==> config.mk <==
export PLATFORM = sky130hd
export DESIGN_NAME = vga_sync_gen
export DESIGN_NICKNAME = d
export VERILOG_FILES = /design/src/rtl/vga_sync_gen.sv
export SDC_FILE = /design/constraint.sdc
export NUM_CORES = 1
export LEC_CHECK = 0
export CORE_AREA = 8 8 81 83
export CTS_BUF_LIST = sky130_fd_sc_hd__clkbuf_16
export DETAILED_ROUTE_END_ITERATION = 7
export DIE_AREA = 0 0 89 91
export SYNTH_ARGS = -nofsm -noshare
export SYNTH_HDL_FRONTEND = slang
export SYNTH_SLANG_ARGS = --single-unit
==> constraint.sdc <==
create_clock -name clk_0 -period 2.49 [get_ports clk_0]
set_input_delay 0.249 -clock clk_0 [delete_from_list [all_inputs] [get_ports clk_0]]
set_output_delay 0.249 -clock clk_0 [all_outputs]
set_load 0.02 [all_outputs]
==> src/rtl/vga_sync_gen.sv <==
// VGA raster timing generator: position, video_on qualifier, line/frame pulses, sync.
// Latency: position and decodes registered together; sync trails its state by SYNC_DELAY cycles.
// No backpressure: free-running, advances one pixel per clk_0 cycle with no stall or enable.
module vga_sync_gen #(
   parameter int H_VIDEO    = 640,
   parameter int H_FRONT    = 16,
   parameter int H_SYNC     = 96,
   parameter int H_BACK     = 48,
   parameter int V_VIDEO    = 480,
   parameter int V_FRONT    = 10,
   parameter int V_SYNC     = 2,
   parameter int V_BACK     = 33,
   parameter int SYNC_POL   = 0,
   parameter int SYNC_DELAY = 1
) (
   input  logic       clk_0,
   input  logic       rst,
   output logic [9:0] pixel_x,
   output logic [9:0] pixel_y,
   output logic       video_on,
   output logic       line_start,
   output logic       frame_start,
   output logic [7:0] frame_count,
   output logic       hsync,
   output logic       vsync
);

   localparam int H_TOTAL = H_VIDEO + H_FRONT + H_SYNC + H_BACK;
   localparam int V_TOTAL = V_VIDEO + V_FRONT + V_SYNC + V_BACK;

   // Last coordinate of each region; every FSM transition keys off one of these.
   localparam logic [9:0] H_ACT_END = 10'(H_VIDEO - 1);
   localparam logic [9:0] H_FP_END  = 10'(H_VIDEO + H_FRONT - 1);
   localparam logic [9:0] H_SY_END  = 10'(H_VIDEO + H_FRONT + H_SYNC - 1);
   localparam logic [9:0] H_LAST    = 10'(H_TOTAL - 1);
   localparam logic [9:0] V_ACT_END = 10'(V_VIDEO - 1);
   localparam logic [9:0] V_FP_END  = 10'(V_VIDEO + V_FRONT - 1);
   localparam logic [9:0] V_SY_END  = 10'(V_VIDEO + V_FRONT + V_SYNC - 1);
   localparam logic [9:0] V_LAST    = 10'(V_TOTAL - 1);

   localparam logic SYNC_ACT = (SYNC_POL != 0);

   typedef enum logic [1:0] {HS_ACTIVE, HS_FRONT, HS_SYNC, HS_BACK} h_state_t;
   typedef enum logic [1:0] {VS_ACTIVE, VS_FRONT, VS_SYNC, VS_BACK} v_state_t;

   h_state_t   h_state, h_nxt;
   v_state_t   v_state, v_nxt;
   logic [9:0] x_nxt, y_nxt;
   logic       line_end;
   logic       frame_end;
   logic       hsync_raw;
   logic       vsync_raw;

   // Horizontal next-state: walk the four line regions, wrap x at the end of the line.
   always_comb begin
      h_nxt    = h_state;
      x_nxt    = pixel_x + 10'd1;
      line_end = (pixel_x == H_LAST);
      case (h_state)
         HS_ACTIVE: if (pixel_x == H_ACT_END) h_nxt = HS_FRONT;
         HS_FRONT:  if (pixel_x == H_FP_END)  h_nxt = HS_SYNC;
         HS_SYNC:   if (pixel_x == H_SY_END)  h_nxt = HS_BACK;
         default:   if (line_end)             h_nxt = HS_ACTIVE;
      endcase
      if (line_end) x_nxt = '0;
   end

   // Vertical next-state: only moves on the cycle the line wraps.
   always_comb begin
      v_nxt     = v_state;
      y_nxt     = pixel_y;
      frame_end = line_end && (pixel_y == V_LAST);
      if (line_end) begin
         y_nxt = frame_end ? 10'd0 : pixel_y + 10'd1;
         case (v_state)
            VS_ACTIVE: if (pixel_y == V_ACT_END) v_nxt = VS_FRONT;
            VS_FRONT:  if (pixel_y == V_FP_END)  v_nxt = VS_SYNC;
            VS_SYNC:   if (pixel_y == V_SY_END)  v_nxt = VS_BACK;
            default:   if (frame_end)            v_nxt = VS_ACTIVE;
         endcase
      end
   end

   // Position and FSM state registers; reset parks on the last pixel so the first edge lands on (0,0).
   always_ff @(posedge clk_0 or negedge rst) begin
      if (!rst) begin
         pixel_x <= H_LAST;
         pixel_y <= V_LAST;
         h_state <= HS_BACK;
         v_state <= VS_BACK;
      end else begin
         pixel_x <= x_nxt;
         pixel_y <= y_nxt;
         h_state <= h_nxt;
         v_state <= v_nxt;
      end
   end

   // Decodes of the next position, registered so they change on the same edge as pixel_x/pixel_y.
   always_ff @(posedge clk_0 or negedge rst) begin
      if (!rst) begin
         video_on    <= 1'b0;
         line_start  <= 1'b0;
         frame_start <= 1'b0;
         frame_count <= 8'd0;
      end else begin
         video_on    <= (h_nxt == HS_ACTIVE) && (v_nxt == VS_ACTIVE);
         line_start  <= line_end;
         frame_start <= frame_end;
         if (frame_end) frame_count <= frame_count + 8'd1;
      end
   end

   // Raw sync comes straight off the state registers, so it cannot glitch.
   assign hsync_raw = (h_state == HS_SYNC) ? SYNC_ACT : ~SYNC_ACT;
   assign vsync_raw = (v_state == VS_SYNC) ? SYNC_ACT : ~SYNC_ACT;

   generate
      if (SYNC_DELAY == 0) begin : g_no_delay
         assign hsync = hsync_raw;
         assign vsync = vsync_raw;
      end else begin : g_delay
         logic [SYNC_DELAY-1:0] h_pipe;
         logic [SYNC_DELAY-1:0] v_pipe;

         // Delay pipe aligning sync with the renderer's registered colour; resets to inactive.
         always_ff @(posedge clk_0 or negedge rst) begin
            if (!rst) begin
               h_pipe <= {SYNC_DELAY{~SYNC_ACT}};
               v_pipe <= {SYNC_DELAY{~SYNC_ACT}};
            end else begin
               h_pipe[0] <= hsync_raw;
               v_pipe[0] <= vsync_raw;
               for (int i = 1; i < SYNC_DELAY; i++) begin
                  h_pipe[i] <= h_pipe[i-1];
                  v_pipe[i] <= v_pipe[i-1];
               end
            end
         end

         assign hsync = h_pipe[SYNC_DELAY-1];
         assign vsync = v_pipe[SYNC_DELAY-1];
      end
   endgenerate

endmodule

==> run metrics, run 1 <==
status=finished clean; row cnt=27; critical path arrival=2.51 ns; share of the synthesized area in the top cell type=0.291; min-delay worst type=input pin to asynchronous set/reset pin; pwr dens=498 nW/µm²; number of port buffers=34; Post-synth EDFFs=0; Fill cells=543; Startpoint Class=flop; fin crit share=0.940; first-pass GRT wire length=6860 µm; clk_lat worst skew=between 0.2 and 0.3 ns; cell area after synthesis=1810 µm²; Mapped Nets=178; CP Launch Point=pixel_x[0]; Place WS=0.0970 ns; io pins=35; die height=91 µm; DRC Markers=0; Root Buffer=clkbuf_16; slew of the pin with the lowest slew margin=between 0.7 and 0.8 ns; Post-CTS Hold Buffers=0; drt initial violations=105; CTS clock-pin slew for the worst setup and hold paths=roughly 0.050 ns; Peak VDD IR=0.319 mV; synth cell count leaders=21 x dfrtp_1, 19 x nand2_1, 16 x dfstp_2; RSZ-0062 raised after global routing=false; vias per cell=4.79; vias in the first global route=1394; antenna violations before repair=0; min Tclk post-route=2.34 ns; largest net degree at the start of global routing=38; Crit Reg-Reg Startpoint=pixel_x[0]; Final Net Count=223; synth top area cells=dfrtp_1 29%, dfstp_2 23%, xnor2_1 6.3%; Num CTS Buffers=5; Worst slew margin=0.474; crit-path max FO=9; DR pass1 iterations=4; warnings from Yosys=0; Initial Util=0.338; final hold violation count=0; Fmax=0.427 GHz; syn avg cell area=10.6 µm²; Setup CP Type=flop to flop; Final setup viols=0; final setup margin=0.150 ns; post-synthesis sequential area ratio=0.524; CTS H-tree lvls=2; GP Congestion=0.831; ANT nets after route=0; diode count=0; hpwl dp=2820 µm; DR WL/cell=13.8 µm; fraction of layout cells with a size suffix above 1=0.175; clock tree buffer depth=2; Top FF cell, synth=dfrtp_1; clock sinks=37; Synth Instances=around 170; CTS tree=yes; number of max-cap violations=0; Slew Viols, Final=0; FF-to-FF End=video_on; largest area contributor in the netlist=dfrtp_1; Core ar.=5340 µm²; Total GRT Usage=0.108; ys async rst share=1.00; Synth Register Bits=37; Worst Skew=0.00337 ns; die area=8100 µm²; P&R area growth vs syn=33.4%; R2R setup slack=0.15 ns; synth unique cells=43; Vias=1383; Reg2Reg Depth=6; Post-Route WL=4000 µm; setup tns final=0 ns; GRT overflow=0; Pleak=just under 1 nW; crit end category=flop; Die X=around 89 µm; WP data required=2.66 ns; most frequent cell after synthesis=dfrtp_1
-- area by class of cell --
cell class | instances | area, µm² | area share
Clock buffer | 5 | 125 | 0.0519
Clock inverter | 3 | 13.8 | 0.00571
Inverter | 8 | 31.3 | 0.0130
Multi-Input combinational cell | 122 | 810 | 0.336
Sequential cell | 37 | 946 | 0.392
Tap cell | 72 | 90.1 | 0.0374
Timing Repair Buffer | 42 | 395 | 0.164
-- state kept, by name (all words and copies together) (netlist names) --
| name | flops |
|---|---|
| pixel_x | 10 |
| pixel_y | 10 |
| frame_count | 8 |
| h_state | 2 |
| v_state | 2 |
| frame_start | 1 |
| hsync | 1 |
| line_start | 1 |
| video_on | 1 |
| vsync | 1 |
-- logic make-up after synthesis --
kind of cell	synth area share
AO/OA/AOI/OAI	0.0762
XOR/XNOR	0.0921
adder cells (fa/ha/maj)	0.0346
buffers and inverters	0.0305
flip-flops	0.524
multiplexers	0.00554
AND/OR/NAND/NOR	0.238
-- worst max-delay path, cell delays in order (launching register included) --
cell and delay [ns]:
dfstp_2 0.56, ha_1 0.21, nand4_1 0.12, or4_4 0.52, buf_4 0.19, a221o_1 0.37, a2111oi_2 0.27
-- timing repair --
action	4_1_cts	5_1_grt
buffers inserted	0	1
setup endpoints to repair	0	1
resized for setup	0	1
-- power breakdown --
part	leakage, nW	internal (mW)	switching (mW)
Clock	0.0748	0.363	0.223
Sequential	0.449	0.603	0
Combinational	0.449	0.000565	0.0108
-- through the flow --
| stage | std cells | utilization | power (mW) | hold WS, ns | instance area [µm²] |
|---|---|---|---|---|---|
| after global placement | 280 | 0.424 | 0.625 | 0.389 | 2260 |
| after CTS | 288 | 0.450 | 1.22 | 0.0955 | 2400 |
| after detailed placement | 280 | 0.424 | 0.625 | 0.394 | 2260 |
| final | 289 | 0.452 | 1.20 | 0.0594 | 2410 |
| after floorplan | 171 | - | 0.613 | -0.0466 | 1810 |
| after global routing | 289 | 0.452 | 1.25 | 0.131 | 2410 |
-- worst max path at each step --
stage / slack (ns) / cells after the start / endpoint
2_1_floorplan: 0.08 / 6 / video_on
3_3_place_gp: 0.17 / 6 / video_on
3_5_place_dp: 0.1 / 6 / video_on
4_1_cts: 0.09 / 6 / video_on
5_1_grt: 0.005 / 5 / video_on
6_report: 0.15 / 6 / video_on
-- cell usage in the layout (no fill, tap or decap), types with 6 or more instances in the layout --
| cell type | count |
|---|---|
| buf_4 | 8 |
| clkdlybuf4s50_1 | 33 |
| dfrtp_1 | 21 |
| dfstp_2 | 16 |
| inv_1 | 8 |
| nand2_1 | 19 |
| nand3_1 | 12 |
| nor2_1 | 12 |
| nor3_1 | 6 |
| o21ai_0 | 6 |
| xnor2_1 | 13 |
| xor2_1 | 6 |
-- metal layers --
metal  share of wire  global-route usage  up-vias
met5               0                   0        -
met4           0.019              0.0499        0
met3           0.044              0.0252        7
met2            0.44               0.157       34
met1            0.50               0.145      652
li1                -                   -      690
No activity file was read; power rests on OpenSTA's default activity.
==> run 2, diff against run 1 <==
PLACE_DENSITY_LB_ADDON = 0.2   (was unset)
==> run 2 against run 1 <==
Effect of this change: clock power up 2%; sequential share of layout area rose by 0.12 points; clock skew grew 0.00080 ns; total power increased by 0.89%; routed wire length rose by 1.0%; count of clock-buffer cells in the layout unchanged; final cell count fell by 0.35%; final area down 0.31%; critical endpoint unchanged; flip-flop and latch count did not move; largest cell class unchanged.
==> run metrics, run 2 (synthesis gave the netlist of run 1 again) <==
Slew Viols, Final=0 (unchanged); Total Power=1.21 mW (+0.89%); first-pass GRT wire length=6910 µm (+0.80%); fin util=0.450 (-0.00141); Worst slew margin=0.454 (-0.0192); fin crit share=0.965 (+0.0257); Fmax=0.416 GHz (-2.7%); diode count=0 (unchanged); Final Net Count=222 (-0.45%); dpl cell area=2260 µm² (unchanged); slew of the pin with the lowest slew margin=0.819 ns (+0.0289 ns); WP data required=2.66 ns (about the same); CTS tree=yes; Initial Util=0.338 (unchanged); crit end category=flop; fin area=2400 µm² (-0.31%); Pleak=0.962 nW (-1.2%); ANT nets after route=0 (unchanged); DR WL/cell=14.0 µm (+1.4%); min-delay worst type=input pin to asynchronous set/reset pin; switching share of total power=0.203 (+0.00805); Total GRT Usage=0.108 (-0.000138); Die X=89 µm (unchanged); largest net degree at the start of global routing=38 (unchanged); CTS H-tree lvls=2 (unchanged); pwr dens=504 nW/µm² (+1.2%); Root Buffer=clkbuf_16; Final setup viols=0 (unchanged); most common cell after layout, fill and taps aside=clkdlybuf4s50_1; DR pass1 iterations=4 (unchanged); CTS clock-pin slew for the worst setup and hold paths=0.06 ns (about the same); met2 GRT Util=0.152 (-0.00495); Vias=1396 (+0.94%); clock tree buffer depth=2 (unchanged); die area=8100 µm² (unchanged); postcts setup bufs=0 (unchanged); Num CTS Buffers=5 (unchanged); number of port buffers=34 (unchanged); Post-Route WL=4040 µm (+1.0%); row cnt=27 (unchanged); status=finished clean; critical path arrival=2.58 ns (+0.07 ns); grt met1 use=0.142 (-0.00380); WHS=0.0680 ns (+0.00862 ns); die height=91 µm (unchanged); Setup CP Type=flop to flop; GP Congestion=0.785 (-5.5%); antenna violations before repair=0 (unchanged); final hold violation count=0 (unchanged); io pins=35 (unchanged); GRT overflow=0 (unchanged); Core ar.=5340 µm² (unchanged); min Tclk post-route=2.40 ns (+0.0639 ns); power share of the sequential group=0.498 (-0.005); CP max stage cell=dfstp_2; P&R area growth vs syn=33.0%; vias in the first global route=1367 (-1.9%); GRT Max-Usage Layer=met2; Pint=965 µW (-0.11%); clk_lat worst skew=0.28 ns (about the same); CP Cell Sequence=ha_1 -> nand4_1 -> or4_1 -> buf_4 -> a221o_1 -> a2111oi_2; drt initial violations=54 (-49%); hpwl dp=2820 µm (about the same); RSZ-0062 raised after global routing=false; vias per cell=4.85 (+1.3%); NetSw=246 µW (+5.1%); CP peak stage delay=0.56 ns (about the same); DRC Markers=0 (unchanged); Fill cells=539 (-0.74%); met3 usage=0.0405 (+0.0153); Worst Skew=0.00417 ns (+0.000802 ns); Peak VDD IR=0.212 mV (-34%); clock sinks=37 (unchanged); number of max-cap violations=0 (unchanged); fraction of layout cells with a size suffix above 1=0.167 (-0.00845); Startpoint Class=flop; Clock Power Share=0.492 (+0.004); combinational power share=0.010 (about the same); crit-path max FO=9 (unchanged); setup tns final=0 ns (unchanged); Regs by FF count=pixel_x (10), pixel_y (10), frame_count (8); most frequent cells in the layout=33 x clkdlybuf4s50_1, 21 x dfrtp_1, 19 x nand2_1
## run 2: cell count changes in the layout (fill, tap and decap cells not counted), sizes merged
| cell | before | now |
|---|---|---|
| buf | 9 | 8 |
| clkinv | 3 | 4 |
| inv | 8 | 7 |
## run 2: what timing repair did
| action | in CTS | in global routing |
|---|---|---|
| hold buffers | 0 | 0 |
| setup endpoints to repair | 0 | 1 |
| gates resized for setup | 0 | 1 |
## run 2: cell type report
type                    count  area, µm²  share of cell area
clock buffers               5        125              0.0521
flip-flops and latches     37        946               0.394
well taps                  72       90.1              0.0375
clock inverters             3       12.5             0.00521
multi-input cells         122        811               0.337
repair buffers             41        388               0.161
inverters                   8       31.3              0.0130
## run 2: per-stage QoR
| step | worst slack (ns) | cells |
|---|---|---|
| floorplan | 0.0798 | 171 |
| global placement | 0.157 | 280 |
| global route | 0.00220 | 288 |
| CTS | 0.0600 | 288 |
| finish | 0.0862 | 288 |
| detailed placement | 0.0759 | 280 |
## run 2: worst max-delay path, delay by kind of cell, from the launching register on
kind | cells | cell delay, ns
and+or+nand+nor | 2 | 0.67
AOI/OAI and AO/OA | 2 | 0.65
DFF | 1 | 0.56
adders and majority gates | 1 | 0.21
buffers and inverters | 1 | 0.21
## run 2: per-layer routing
metal	up-vias	routed length, µm
met5	-	0
met4	0	72
met2	26	1710
li1	688	-
met3	5	247
met1	677	2020
## run 2: power by group through the flow
stage	clock network (mW)	logic (mW)	registers (mW)
after CTS	0.609	0.0130	0.603
after global routing	0.634	0.0145	0.603
after global placement	0	0.0130	0.613
after floorplan	0	0.000000301	0.613
after detailed placement	0	0.0129	0.613
final	0.596	0.0117	0.603
## run 2: final timing paths
kind / from / to / slack (ns) / depth (start not counted)
max in group asynchronous: rst / frame_count[4] / 1.91 / 1
hold / removal: rst / line_start / 0.07 / 1
setup / recovery: pixel_x[0] / video_on / 0.09 / 6
setup reg to reg: pixel_x[0] / video_on / 0.09 / 6
hold reg to reg: frame_count[7] / frame_count[7] / 0.47 / 1
min in group clk_0: frame_count[7] / frame_count[7] / 0.47 / 1
==> run 3, diff against run 2 <==
CORE_AREA = 8 8 73 75   (was 8 8 81 83)
DIE_AREA = 0 0 81 83   (was 0 0 89 91)
==> run 3 against run 2 <==
Effect of this change: fmax grew 0.51%; hold slack better by 0.32 ns; clock skew decreased by 0.0017 ns; register-to-register slack about the same; final area shrank 1.5%; non-clock buffer count down 2; final cell count is 7.6% lower; count of clock-buffer cells in the layout unchanged; worst setup slack better by 0.012 ns; die area is 17% lower; sequential power about the same.
==> run metrics, run 3 (synthesis gave the netlist of run 1 again) <==
die height=83 µm (-8.8%); WHS=0.392 ns (+0.324 ns); Regs by FF count=pixel_x (10), pixel_y (10), frame_count (8); CTS tree=yes; DR WL/cell=14.5 µm (+3.6%); fin crit share=0.960 (-0.00491); crit-path max FO=9 (unchanged); diode count=0 (unchanged); clock sinks=37 (unchanged); pwr dens=499 nW/µm² (-0.85%); fraction of layout cells with a size suffix above 1=0.154 (-0.0125); Vias=1382 (-1.0%); status=finished clean; Fill cells=381 (-29%); Peak VDD IR=0.368 mV (+74%); Final Net Count=220 (-0.90%); crit end category=flop; postcts setup bufs=0 (unchanged); WP data required=2.65 ns (about the same); DRC Markers=0 (unchanged); GRT overflow=0 (unchanged); CP Cell Sequence=ha_2 -> nand4_1 -> or4_4 -> buf_4 -> a221o_1 -> a2111oi_2; Inst Count DP=258 (-7.9%); R2R setup slack=0.1 ns (about the same); Slew Viols, Final=0 (unchanged); setup tns final=0 ns (unchanged); P&R area growth vs syn=31.1%; Startpoint Class=flop; number of max-cap violations=0 (unchanged); Total Power=1.18 mW (-2.3%); DR pass1 iterations=4 (unchanged); GP Congestion=0.811 (+3.3%); io pins=35 (unchanged); min Tclk post-route=2.39 ns (-0.0122 ns); die area=6720 µm² (-17%); Final setup viols=0 (unchanged); final hold violation count=0 (unchanged); vias per cell=5.20 (+7.2%); hpwl dp=2830 µm (+0.28%); Initial Util=0.430 (+0.0913); register area=946 µm² (unchanged); ANT nets after route=0 (unchanged); CTS H-tree lvls=2 (unchanged); Final Non-Filler Cells=266 (-7.6%); final setup margin=0.0984 ns (+0.0122 ns); Crit Reg-Reg Startpoint=pixel_x[0]; fin area=2370 µm² (-1.5%); min-delay worst type=input pin to asynchronous set/reset pin; RSZ-0062 raised after global routing=false; vias in the first global route=1368 (+0.073%); Total GRT Usage=0.124 (+0.0169); Root Buffer=clkbuf_16; clock tree buffer depth=2 (unchanged); Place WS=0.0331 ns (-0.0427 ns); Fmax=0.418 GHz (+0.51%); Worst slew margin=0.545 (+0.0912); antenna violations before repair=0 (unchanged); largest net degree at the start of global routing=38 (unchanged); FF-to-FF End=video_on; clk_lat worst skew=0.27 ns (about the same); drt initial violations=74 (+37%); row cnt=24 (-11%); Die X=81 µm (-9.0%); critical path arrival=2.55 ns (-0.03 ns); CP max stage cell=dfstp_2; crit path to=video_on; most common cell after layout, fill and taps aside=clkdlybuf4s50_1; Worst Skew=0.00250 ns (-0.00167 ns); Multi-input gate area=812 µm² (+0.15%); Pleak=0.959 nW (-0.23%); Num CTS Buffers=5 (unchanged); Post-Route WL=3870 µm (-4.4%); fin util=0.563 (+0.113); CP peak stage delay=0.56 ns (about the same); Reg2Reg Depth=6 (unchanged); CP Launch Point=pixel_x[0]; Core ar.=4200 µm² (-21%); dpl cell area=2230 µm² (-1.5%); Setup CP Type=flop to flop; number of port buffers=34 (unchanged); most frequent cells in the layout=34 x clkdlybuf4s50_1, 21 x dfrtp_1, 19 x nand2_1; first-pass GRT wire length=6670 µm (-3.6%); slew of the pin with the lowest slew margin=0.676 ns (-0.143 ns); CTS clock-pin slew for the worst setup and hold paths=0.05 ns (about the same)
## run 3: changes by cell type in the layout (fill, tap and decap cells not counted), sizes merged
cell | before | now
buf | 8 | 5
clkdlybuf4s50 | 33 | 34
clkinv | 4 | 1
inv | 7 | 10
## run 3: worst min path at each step
stage                   start             end  slack, ns  depth (start not counted)
6_report                  rst      pixel_x[7]       0.39                          2
3_5_place_dp   frame_count[7]  frame_count[7]       0.46                          1
4_1_cts                   rst      pixel_x[7]       0.41                          2
3_3_place_gp   frame_count[7]  frame_count[7]       0.46                          1
5_1_grt                   rst      pixel_x[7]       0.46                          2
2_1_floorplan             rst  frame_count[0]      -0.05                          0
## run 3: layout make-up
| class | instances | area share |
|---|---|---|
| inverter | 8 | 0.0132 |
| multi-input combinational | 122 | 0.343 |
| tap | 52 | 0.0275 |
| sequential | 37 | 0.399 |
| clock buffer | 5 | 0.0528 |
| clock inverter | 3 | 0.00475 |
| timing repair buffer | 39 | 0.160 |
## run 3: timing repair
action	CTS	global route
hold buffers	0	0
resized for setup	0	2
endpoints found under the setup margin	0	4
## run 3: worst max-delay path, delay by kind of cell, from the launching register on
kind            cells  cell delay [ns]
buf+inv             1             0.19
compound gates      2             0.68
simple gates        2             0.64
flops               1             0.56
fa+ha+maj           1             0.20
## run 3: power breakdown
part           switching [mW]  total (mW)  internal, mW
Combinational          0.0109      0.0132       0.00239
Sequential                  0       0.603         0.603
Clock                   0.207       0.566         0.359
Total                   0.218        1.18         0.965
## run 3: metal layers
layer / share of wire / global-route usage / vias to the layer above
met3: 0.057 / 0.0399 / 6
met5: 0 / 0 / -
met1: 0.45 / 0.156 / 662
met2: 0.47 / 0.191 / 32
met4: 0.015 / 0.0504 / 0
li1: - / - / 682
